File: config.mk
export PLATFORM = sky130hd
export DESIGN_NAME = muldiv_ctrl
export DESIGN_NICKNAME = d
export VERILOG_FILES = /design/src/rtl/muldiv_pkg.sv /design/src/rtl/muldiv_step.sv /design/src/rtl/muldiv_ctrl.sv
export SDC_FILE = /design/constraint.sdc
export NUM_CORES = 1
export LEC_CHECK = 0
export BUFFER_PORTS_ARGS = -buffer_cell sky130_fd_sc_hd__buf_2
export CORE_MARGIN = 2
export CORE_UTILIZATION = 24
export DETAILED_ROUTE_END_ITERATION = 6
export SLEW_MARGIN = 20
export SYNTH_ARGS = -nofsm -noshare
export SYNTH_HDL_FRONTEND = slang
export SYNTH_SLANG_ARGS = --single-unit
File: constraint.sdc
create_clock -name iClk -period 3.4 [get_ports iClk]
set_input_delay 0.68 -clock iClk [delete_from_list [all_inputs] [get_ports iClk]]
set_output_delay 0.68 -clock iClk [all_outputs]
set_load 0.005 [all_outputs]
File: src/rtl/muldiv_pkg.sv
// muldiv_pkg
// Shared types, constants and helpers for the RV32M multiply/divide sequencer.
//   state_e             : sequencer states
//   OP_*                : iFunc3 operation encodings
//   MULDIV_FUNC7        : iFunc7 value that marks an M-extension instruction
//   DIV_ZERO_Q          : quotient returned for a zero divisor
//   INT_MIN             : most negative 32-bit value (signed overflow operand)
//   is_div / a_signed / b_signed : per-op decode helpers keyed on func3
package muldiv_pkg;

  typedef enum logic [2:0] {
    S_IDLE,
    S_PREP,
    S_RUN,
    S_FIX,
    S_DONE
  } state_e;

  localparam logic [2:0] OP_MUL    = 3'b000;
  localparam logic [2:0] OP_MULH   = 3'b001;
  localparam logic [2:0] OP_MULHSU = 3'b010;
  localparam logic [2:0] OP_MULHU  = 3'b011;
  localparam logic [2:0] OP_DIV    = 3'b100;
  localparam logic [2:0] OP_DIVU   = 3'b101;
  localparam logic [2:0] OP_REM    = 3'b110;
  localparam logic [2:0] OP_REMU   = 3'b111;

  localparam logic [6:0]  MULDIV_FUNC7 = 7'b0000001;
  localparam logic [31:0] DIV_ZERO_Q   = 32'hFFFF_FFFF;
  localparam logic [31:0] INT_MIN      = 32'h8000_0000;

  // All divide/remainder encodings have func3[2] set.
  function automatic logic is_div(input logic [2:0] f3);
    return f3[2];
  endfunction

  function automatic logic a_signed(input logic [2:0] f3);
    return (f3 == OP_MULH) || (f3 == OP_MULHSU) || (f3 == OP_DIV) || (f3 == OP_REM);
  endfunction

  function automatic logic b_signed(input logic [2:0] f3);
    return (f3 == OP_MULH) || (f3 == OP_DIV) || (f3 == OP_REM);
  endfunction

endpackage

File: src/rtl/muldiv_step.sv
// muldiv_step
// One combinational iteration of the unsigned multiply/divide loop.
//   iIsDiv : 1 = restoring divide step, 0 = shift-add multiply step
//   iAcc   : 64-bit accumulator ({hi, lo})
//   iOpA   : multiplicand magnitude (mul) / remaining dividend bits (div)
//   iOpB   : remaining multiplier bits (mul) / divisor magnitude (div)
//   oAcc, oOpA, oOpB : register values after this iteration
// Multiply: hi half accumulates the multiplicand when the multiplier LSB
// is set, then the whole accumulator and the multiplier shift right.
// Divide: hi half is the partial remainder, lo half collects quotient bits.
module muldiv_step #(
  parameter int XLEN = 32
) (
  input  logic              iIsDiv,
  input  logic [2*XLEN-1:0] iAcc,
  input  logic [XLEN-1:0]   iOpA,
  input  logic [XLEN-1:0]   iOpB,
  output logic [2*XLEN-1:0] oAcc,
  output logic [XLEN-1:0]   oOpA,
  output logic [XLEN-1:0]   oOpB
);

  logic [XLEN-1:0] mulAddend;
  logic [XLEN:0]   mulSum;
  logic [XLEN:0]   remShift;
  logic [XLEN:0]   remDiff;
  logic            remFits;
  logic [XLEN-1:0] remNext;

  assign mulAddend = iOpB[0] ? iOpA : {XLEN{1'b0}};
  // Carry out lands in the top bit so the shift keeps the full product.
  assign mulSum    = {1'b0, iAcc[2*XLEN-1:XLEN]} + {1'b0, mulAddend};

  // The remainder is always below the divisor, so the shifted value is
  // below twice the divisor and a 33-bit difference has a valid sign bit.
  assign remShift = {iAcc[2*XLEN-1:XLEN], iOpA[XLEN-1]};
  assign remDiff  = remShift - {1'b0, iOpB};
  assign remFits  = ~remDiff[XLEN];
  assign remNext  = remFits ? remDiff[XLEN-1:0] : remShift[XLEN-1:0];

  always_comb begin
    oAcc = iAcc;
    oOpA = iOpA;
    oOpB = iOpB;
    if (iIsDiv) begin
      oAcc = {remNext, iAcc[XLEN-2:0], remFits};
      oOpA = {iOpA[XLEN-2:0], 1'b0};
    end else begin
      oAcc = {mulSum, iAcc[XLEN-1:1]};
      oOpB = {1'b0, iOpB[XLEN-1:1]};
    end
  end

endmodule

File: src/rtl/muldiv_ctrl.sv
// muldiv_ctrl
// Multi-cycle RV32M multiply/divide sequencer with valid/ready on both sides.
//   iClk, iRst       : clock, synchronous active-high reset
//   iValid / oReady  : request handshake (oReady high only in IDLE)
//   iA, iB           : operands rs1/rs2, captured on the handshake
//   iFunc3, iFunc7   : operation select and M-extension marker
//   oValid / iReady  : result handshake (oValid high only in DONE)
//   oHi, oLo         : product bits [63:32]/[31:0], or remainder/quotient
//   oIllegal         : request carried a non-M iFunc7
module muldiv_ctrl
  import muldiv_pkg::*;
#(
  parameter int XLEN = 32
) (
  input  logic            iClk,
  input  logic            iRst,
  input  logic            iValid,
  output logic            oReady,
  input  logic [XLEN-1:0] iA,
  input  logic [XLEN-1:0] iB,
  input  logic [2:0]      iFunc3,
  input  logic [6:0]      iFunc7,
  output logic            oValid,
  input  logic            iReady,
  output logic [XLEN-1:0] oHi,
  output logic [XLEN-1:0] oLo,
  output logic            oIllegal
);

  state_e            state_q, state_d;
  logic [4:0]        cnt_q, cnt_d;
  logic [XLEN-1:0]   a_q, a_d;
  logic [XLEN-1:0]   b_q, b_d;
  logic [2*XLEN-1:0] acc_q, acc_d;
  logic [2:0]        func3_q, func3_d;
  logic              illReq_q, illReq_d;
  logic              signA_q, signA_d;
  logic              signB_q, signB_d;
  logic              fast_q, fast_d;
  logic [XLEN-1:0]   hi_q, hi_d;
  logic [XLEN-1:0]   lo_q, lo_d;
  logic              illegal_q, illegal_d;

  logic              opIsDiv;
  logic              prepSignA, prepSignB;
  logic [XLEN-1:0]   magA, magB;
  logic              divByZero, divOverflow;
  logic [2*XLEN-1:0] prodFixed;
  logic [XLEN-1:0]   quotFixed, remFixed;
  logic [2*XLEN-1:0] stepAcc;
  logic [XLEN-1:0]   stepA, stepB;

  assign opIsDiv   = is_div(func3_q);
  assign prepSignA = a_signed(func3_q) & a_q[XLEN-1];
  assign prepSignB = b_signed(func3_q) & b_q[XLEN-1];
  assign magA      = prepSignA ? -a_q : a_q;
  assign magB      = prepSignB ? -b_q : b_q;

  assign divByZero   = opIsDiv && (b_q == '0);
  assign divOverflow = opIsDiv && b_signed(func3_q) && (a_q == INT_MIN) && (b_q == '1);

  // Remainder follows the dividend's sign; quotient and product follow
  // the XOR of both operand signs.
  assign prodFixed = (signA_q ^ signB_q) ? -acc_q : acc_q;
  assign quotFixed = (signA_q ^ signB_q) ? -acc_q[XLEN-1:0] : acc_q[XLEN-1:0];
  assign remFixed  = signA_q ? -acc_q[2*XLEN-1:XLEN] : acc_q[2*XLEN-1:XLEN];

  muldiv_step #(.XLEN(XLEN)) uStep (
    .iIsDiv (opIsDiv),
    .iAcc   (acc_q),
    .iOpA   (a_q),
    .iOpB   (b_q),
    .oAcc   (stepAcc),
    .oOpA   (stepA),
    .oOpB   (stepB)
  );

  always_comb begin
    state_d   = state_q;
    cnt_d     = cnt_q;
    a_d       = a_q;
    b_d       = b_q;
    acc_d     = acc_q;
    func3_d   = func3_q;
    illReq_d  = illReq_q;
    signA_d   = signA_q;
    signB_d   = signB_q;
    fast_d    = fast_q;
    hi_d      = hi_q;
    lo_d      = lo_q;
    illegal_d = illegal_q;

    case (state_q)
      S_IDLE: begin
        if (iValid) begin
          a_d      = iA;
          b_d      = iB;
          func3_d  = iFunc3;
          illReq_d = (iFunc7 != MULDIV_FUNC7);
          state_d  = S_PREP;
        end
      end

      S_PREP: begin
        signA_d = prepSignA;
        signB_d = prepSignB;
        a_d     = magA;
        b_d     = magB;
        acc_d   = '0;
        cnt_d   = 5'd31;
        fast_d  = 1'b0;
        state_d = S_RUN;
        // Fast-path results are parked in the accumulator and published by
        // FIX, so every path writes the output registers in one place.
        if (illReq_q) begin
          fast_d  = 1'b1;
          state_d = S_FIX;
        end else if (divByZero) begin
          fast_d  = 1'b1;
          acc_d   = {a_q, DIV_ZERO_Q};
          state_d = S_FIX;
        end else if (divOverflow) begin
          fast_d  = 1'b1;
          acc_d   = {{XLEN{1'b0}}, INT_MIN};
          state_d = S_FIX;
        end
      end

      S_RUN: begin
        acc_d = stepAcc;
        a_d   = stepA;
        b_d   = stepB;
        cnt_d = cnt_q - 5'd1;
        if (cnt_q == 5'd0) begin
          cnt_d   = 5'd0;
          state_d = S_FIX;
        end
      end

      S_FIX: begin
        if (fast_q) begin
          hi_d = acc_q[2*XLEN-1:XLEN];
          lo_d = acc_q[XLEN-1:0];
        end else if (opIsDiv) begin
          hi_d = remFixed;
          lo_d = quotFixed;
        end else begin
          hi_d = prodFixed[2*XLEN-1:XLEN];
          lo_d = prodFixed[XLEN-1:0];
        end
        illegal_d = illReq_q;
        state_d   = S_DONE;
      end

      S_DONE: begin
        if (iReady) begin
          state_d = S_IDLE;
        end
      end

      default: begin
        state_d = S_IDLE;
      end
    endcase
  end

  always_ff @(posedge iClk) begin
    if (iRst) begin
      state_q   <= S_IDLE;
      cnt_q     <= '0;
      a_q       <= '0;
      b_q       <= '0;
      acc_q     <= '0;
      func3_q   <= '0;
      illReq_q  <= 1'b0;
      signA_q   <= 1'b0;
      signB_q   <= 1'b0;
      fast_q    <= 1'b0;
      hi_q      <= '0;
      lo_q      <= '0;
      illegal_q <= 1'b0;
    end else begin
      state_q   <= state_d;
      cnt_q     <= cnt_d;
      a_q       <= a_d;
      b_q       <= b_d;
      acc_q     <= acc_d;
      func3_q   <= func3_d;
      illReq_q  <= illReq_d;
      signA_q   <= signA_d;
      signB_q   <= signB_d;
      fast_q    <= fast_d;
      hi_q      <= hi_d;
      lo_q      <= lo_d;
      illegal_q <= illegal_d;
    end
  end

  assign oReady   = (state_q == S_IDLE);
  assign oValid   = (state_q == S_DONE);
  assign oHi      = hi_q;
  assign oLo      = lo_q;
  assign oIllegal = illegal_q;

endmodule

==> results.json, run 1 <==
{
  "n_antenna_cell": 0,
  "final.min_clock_period_ns": 3.265,
  "syn_nets": 2339,
  "finalCritPeriodShare": 0.9603,
  "hold_path.class": "primary input to register",
  "ys_ff_latch": 208,
  "clock_latency_ns": 0.59,
  "crit_family": "simple AND/OR/NAND/NOR gates",
  "maxSlewHeadroom": 0.4799,
  "synthToLayoutAreaGrowth_pct": 20.57,
  "synth_area_leaders": "dfxtp_1 26%, nor2_1 6.8%, ha_1 5.5%",
  "synth_area_per_cell_um2": 7.380,
  "cts_tree": "built",
  "crit_cells": 10,
  "yosysTopAreaCellShare": 0.2579,
  "status": "finished clean",
  "power.density_nw_per_um2": 732.9,
  "worst_clock_skew_ns": 0.03619,
  "fin_util": 0.2909,
  "ys_top_cells_by_count": "292 x nor2_1, 208 x dfxtp_1, 168 x a21oi_1, 156 x o21ai_0, 150 x nand2_1",
  "cts_root_buffer": "clkbuf_16",
  "worstSetupStartpointType": "register",
  "worst_path_largest_cell_delay_ns": 0.55,
  "yosys_warnings": 0,
  "postRouteWirelength_mm": 64.44,
  "cap_violations": 0,
  "vias_per_cell": 5.432,
  "grt_first_pass_wirelength_mm": 97.61,
  "path_max_fanout": 5,
  "routedWlPerCell_um": 19.95,
  "place_congestion": 0.9339,
  "finalSetupViolCount": 0,
  "grt_max_degree": 94,
  "ys_async_sr_fraction": 0,
  "htree_levels": 1,
  "io_buffers": 144,
  "grt_pass1_vias": 16000,
  "post-cts-setup-buffer-count": 0,
  "cp_slowest_cell": "or4_4",
  "cts_buffer_depth": 3,
  "hpwl_mm": 48.16,
  "cts.sinks": 208,
  "final_nets": 2489,
  "crit_arrival_ns": 3.74,
  "synth_sequential_area_ratio": 0.2579,
  "vias": 17540,
  "synth.distinct_cells": 88,
  "synth_edf_count": 0,
  "core-area_um2": 66920,
  "path_clk_slew_ns": 0.06,
  "start_util": 0.2413,
  "first_iter_violations": 1723,
  "die-area_um2": 69370,
  "holdWs_ns": 0.3774,
  "preCtsSetupSlack_ns": 0.1266,
  "rsz0062_at_grt": "false",
  "synthFlopType": "dfxtp_1",
  "reg2reg_depth": 10,
  "drive_gt1_frac": 0.1676,
  "p_leak_nw": 7.694,
  "peakVddDrop_mv": 0.3660,
  "slew_viol_final": 0,
  "critical_path_class": "register to register",
  "dp_cells": 3181,
  "finalSetupTns_ns": 0,
  "fin_cells": 3230,
  "yosysMostFrequentCell": "nor2_1",
  "whs_path_depth": 3,
  "drc_errors": 0,
  "io_pins": 145,
  "end_kind": "register",
  "syn_area_um2": 16150,
  "cts_buffers": 28,
  "fmax_mhz": 306.3,
  "synthCells": 2188,
  "place_area_um2": 18520,
  "grt_overflow_total": 0,
  "track_usage": 0.1777,
  "total_power_mw": 14.27,
  "fin_ws_ns": 0.1349,
  "detail-route-antenna-nets": 0,
  "core.rowCount": 95,
  "postCtsHoldBufs": 0,
  "crit_buf_inv": 1,
  "fp.dieH_um": 263.4,
  "antenna_found_initial": 3,
  "hold_viol": 0,
  "firstDrtPassIters": 5,
  "worst-slew-pin-transition_ns": 0.7801,
  "path_cells": "inv_1 > ha_1 > nor3b_2 > nand2_1 > or4_1 > or4_4 > o22ai_1 > nor3b_2 > a211oi_1 > a211oi_2",
  "worstPathRequired_ns": 3.88,
  "die_w_um": 263.4,
  "yosysTopAreaCell": "dfxtp_1",
  "final_cell_area_um2": 19470,
  "critPathMostFrequentCell": "nor3b_2"
}
## what timing repair did
action / in CTS / in global routing
endpoints found under the setup margin: 0 / 12
resized for setup: 0 / 6
endpoints found under the hold margin: 0 / 0
## sequential cells by signal, summed over array words and instances, names as in the netlist, 3 cells and up
register,flops
b_q,32
state_q,3
func3_q,3
oLo,32
a_q,32
cnt_q,5
oHi,32
acc_q,64
## per-layer routing
layer | GRT usage | share of wire | up-vias
met5 | 0 | 0 | -
met4 | 0.06116 | 0.034 | 0
met3 | 0.03133 | 0.092 | 115
met2 | 0.2719 | 0.43 | 747
met1 | 0.2499 | 0.44 | 8263
li1 | - | - | 8419
## power by group
group | internal [mW] | leakage [nW] | switching (mW)
sequential | 2.92 | 1.70 | 0.716
clock | 1.78 | 0.449 | 1.22
combinational | 2.95 | 5.55 | 4.68
## final cells by class
cell class                 instances  area [µm²]
clock buffer                      35       788.3
clock inverter                    14       137.6
fill                            7299       47450
inverter                          61       229.0
multi-input combinational       1756       11180
sequential                       208        4169
tap                              873        1092
timing repair buffer             283        1871
## logic make-up (layout without fill, tap and decap cells)
family | after synthesis | count (layout) | share of synthesized area
AOI/OAI and AO/OA | 732 | 732 | 0.2963
xor gates and xnor gates | 108 | 108 | 0.05858
muxes | 58 | 58 | 0.03696
adders and majority gates | 73 | 73 | 0.05750
DFF | 208 | 208 | 0.2579
and+or+nand+nor | 785 | 785 | 0.2390
buffers and inverters | 224 | 393 | 0.05378
## worst register-to-register path, delay by kind of cell, from the launching register on
family / cells / cell delay [ns]
simple gates: 5 / 1.84
compound gates: 3 / 0.65
fa+ha+maj: 1 / 0.19
flops: 1 / 0.37
buf+inv: 1 / 0.13
## final timing paths
| path | slack (ns) | to | startpoint |
|---|---|---|---|
| worst min-delay path | 0.38 | func3_q[0] | iFunc3[0] |
| worst max-delay path | 0.13 | acc_q[31] | a_q[1] |
| worst min register to register | 0.45 | oHi[7] | oHi[7] |
| worst max register to register | 0.13 | acc_q[31] | a_q[1] |
## cells in the final DEF, fill, tap and decap left out, drive strengths merged, types with 46 or more instances in the layout
cell	n
nor2	293
buf	283
dfxtp	208
a21oi	168
o21ai	162
nand2	150
a211oi	77
ha	71
nor3	70
inv	61
xor2	61
xnor2	47
nand3	46
Note: power is estimated with default switching activity, not from simulation.
==> inputs of run 2 (changes only) <==
BUFFER_PORTS_ARGS = unset   (was -buffer_cell sky130_fd_sc_hd__buf_2)
DONT_BUFFER_PORTS = 1   (was unset)
==> run 2 against run 1 <==
Net effect: the flow now finishes with violations (design-rule violations); count of clock-buffer cells in the layout decreased by 3; combinational power decreased by 4.1%; worst setup slack improved by 0.0056 ns; first-iteration DRC count increased by 1.5%; utilization decreased by 1.4 points; flip-flop and latch count unchanged; final area decreased by 4.9%; maximum frequency increased by 0.17%; clock skew decreased by 0.013 ns; die area unchanged; sequential share of layout area increased by 1.1 points; critical path type unchanged.
==> results.json, run 2 (synthesis gave the netlist of run 1 again) <==
{
  "status": "finished with violations",
  "violations": "design-rule violations",
  "grt_util_met1": 0.2410,
  "setup.worst_path.start": "b_q[5]",
  "p_sw_mw": 6.504,
  "largest-register": "acc_q",
  "die_w_um": 263.4,
  "cts_tree": "built",
  "path_cells": "inv_1 > ha_1 > and2_1 > nand2b_1 > o31a_1 > o311a_1 > o211ai_1 > o211a_2 > buf_12 > mux2_2 > mux2i_1 > o22ai_1",
  "reg2reg_slack_ns": 0.14,
  "fmax_mhz": 306.8,
  "maxSlewHeadroom": 0.4778,
  "whs_path_depth": 1,
  "place_congestion": 0.9187,
  "io_pins": 145,
  "n_fill_cell": 7326,
  "htree_levels": 1,
  "cp_slowest_cell": "dfxtp_1",
  "r2r_end": "acc_q[49]",
  "worstSetupStartpointType": "register",
  "hold_viol": 0,
  "clock_latency_ns": 0.57,
  "path_clk_slew_ns": 0.06,
  "cts_buffers": 27,
  "reg2reg_depth": 12,
  "grt_max_degree": 212,
  "grt_overflow_total": 0,
  "cts_root_buffer": "clkbuf_16",
  "cts_resized": 0,
  "final.min_clock_period_ns": 3.259,
  "rr_startpoint": "b_q[5]",
  "hp-start": "iRst",
  "firstDrtPassIters": 7,
  "die-area_um2": 69370,
  "p_int_mw": 7.332,
  "critical_path_class": "register to register",
  "power_frac_comb": 0.529,
  "vias_per_cell": 5.526,
  "final_cell_mix": "291 x nor2_1, 207 x dfxtp_1, 167 x a21oi_1",
  "slew_viol_final": 0,
  "cts_buffer_depth": 3,
  "finalCritPeriodShare": 0.9587,
  "postRouteWirelength_mm": 63.49,
  "grt_pass1_vias": 15590,
  "fp.dieH_um": 263.4,
  "post-cts-setup-buffer-count": 0,
  "detail-route-antenna-nets": 0,
  "drc_errors": 2,
  "routedWlPerCell_um": 20.69,
  "pwr-share-seq": 0.266,
  "synthToLayoutAreaGrowth_pct": 14.67,
  "cts.sinks": 208,
  "vias": 16950,
  "peakVddDrop_mv": 0.3973,
  "worst_path_largest_cell_delay_ns": 0.41,
  "largest_reg_flops": 64,
  "top_usage_layer": "met2",
  "power.share.switching": 0.4701,
  "first_iter_violations": 1748,
  "drive_gt1_frac": 0.1058,
  "finalSetupViolCount": 0,
  "cap_violations": 0,
  "power.share.clock": 0.205,
  "grt_first_pass_wirelength_mm": 96.25,
  "finalSetupTns_ns": 0,
  "antenna_found_initial": 2,
  "worstPathRequired_ns": 3.84,
  "grt_util_met3": 0.04312,
  "postCtsHoldBufs": 0,
  "whs_endpoint": "illReq_q",
  "final_nets": 2323,
  "start_util": 0.2413,
  "worst_clock_skew_ns": 0.02337,
  "grt_use_met2": 0.2695,
  "total_power_mw": 13.84,
  "rsz0062_at_grt": "false",
  "track_usage": 0.1758,
  "hold_path.class": "primary input to register",
  "end_kind": "register",
  "crit_arrival_ns": 3.70,
  "core-area_um2": 66920,
  "p_leak_nw": 6.898,
  "path_max_fanout": 18,
  "hpwl_mm": 47.10,
  "worst-slew-pin-transition_ns": 0.7833,
  "final_common_cell": "nor2_1",
  "power.density_nw_per_um2": 747.3,
  "io_buffers": 0,
  "core.rowCount": 95
}
==> run 2: changes by cell type in the layout (fill, tap and decap cells not counted), sizes merged <==
cell / delta
bufinv: -1
clkinvlp: -2
clkinv: +4
buf: -165
diode: +3
inv: +2
clkbuf: -3
==> run 2: through the flow <==
step                instances  cell area, µm²  setup slack, ns    util  hold slack (ns)
finish                   3068           18520           0.1405  0.2767           0.1950
global route             3067           18510         0.006227  0.2766           0.1761
CTS                      3065           18470          0.09161  0.2761           0.1644
detailed placement       3016           17610           0.1096  0.2631           0.4645
global placement         3016           17610           0.1657  0.2631           0.4591
floorplan                2188           16150           0.1902       -           0.4442
==> run 2: how the worst max path moves through the flow <==
stage                 to  slack [ns]  depth (start not counted)
4_1_cts        acc_q[31]        0.09                         10
3_3_place_gp   acc_q[31]        0.17                         10
3_5_place_dp   acc_q[31]        0.11                         10
6_report       acc_q[49]        0.14                         12
2_1_floorplan  acc_q[38]        0.19                         13
5_1_grt        acc_q[59]       0.006                         13
==> run 2: area by class of cell <==
cell class              instances  area [µm²]  area share
clock inverters                17       130.1    0.007028
repair buffers                118       960.9     0.05190
clock buffers                  32       734.5     0.03967
inverters                      61       229.0     0.01237
flip-flops and latches        208        4168      0.2251
multi-input cells            1756       11190      0.6045
well taps                     873        1092     0.05899
diodes                          3       7.507   0.0004055
==> run 2: power groups by stage <==
stage          sequential, mW  combinational, mW  clock, mW
4_1_cts                  3.65               7.19       2.90
3_5_place_dp             3.70               7.15          0
3_3_place_gp             3.70               7.15          0
2_1_floorplan            3.36               5.21          0
6_report                 3.68               7.32       2.84
5_1_grt                  3.75               8.05       2.98
==> run 2: worst max-delay path: cells and delay by family (launching register included) <==
kind,cells,cell delay [ns]
flip-flops,1,0.41
AO/OA/AOI/OAI,5,1.22
adder cells (fa/ha/maj),1,0.37
AND/OR/NAND/NOR,2,0.36
buffers and inverters,2,0.28
multiplexers,2,0.49
==> run 2: metal layers <==
metal,up-vias,share of wire
met5,-,0
met4,0,0.032
met3,134,0.10
met2,759,0.43
met1,7965,0.43
li1,8096,-
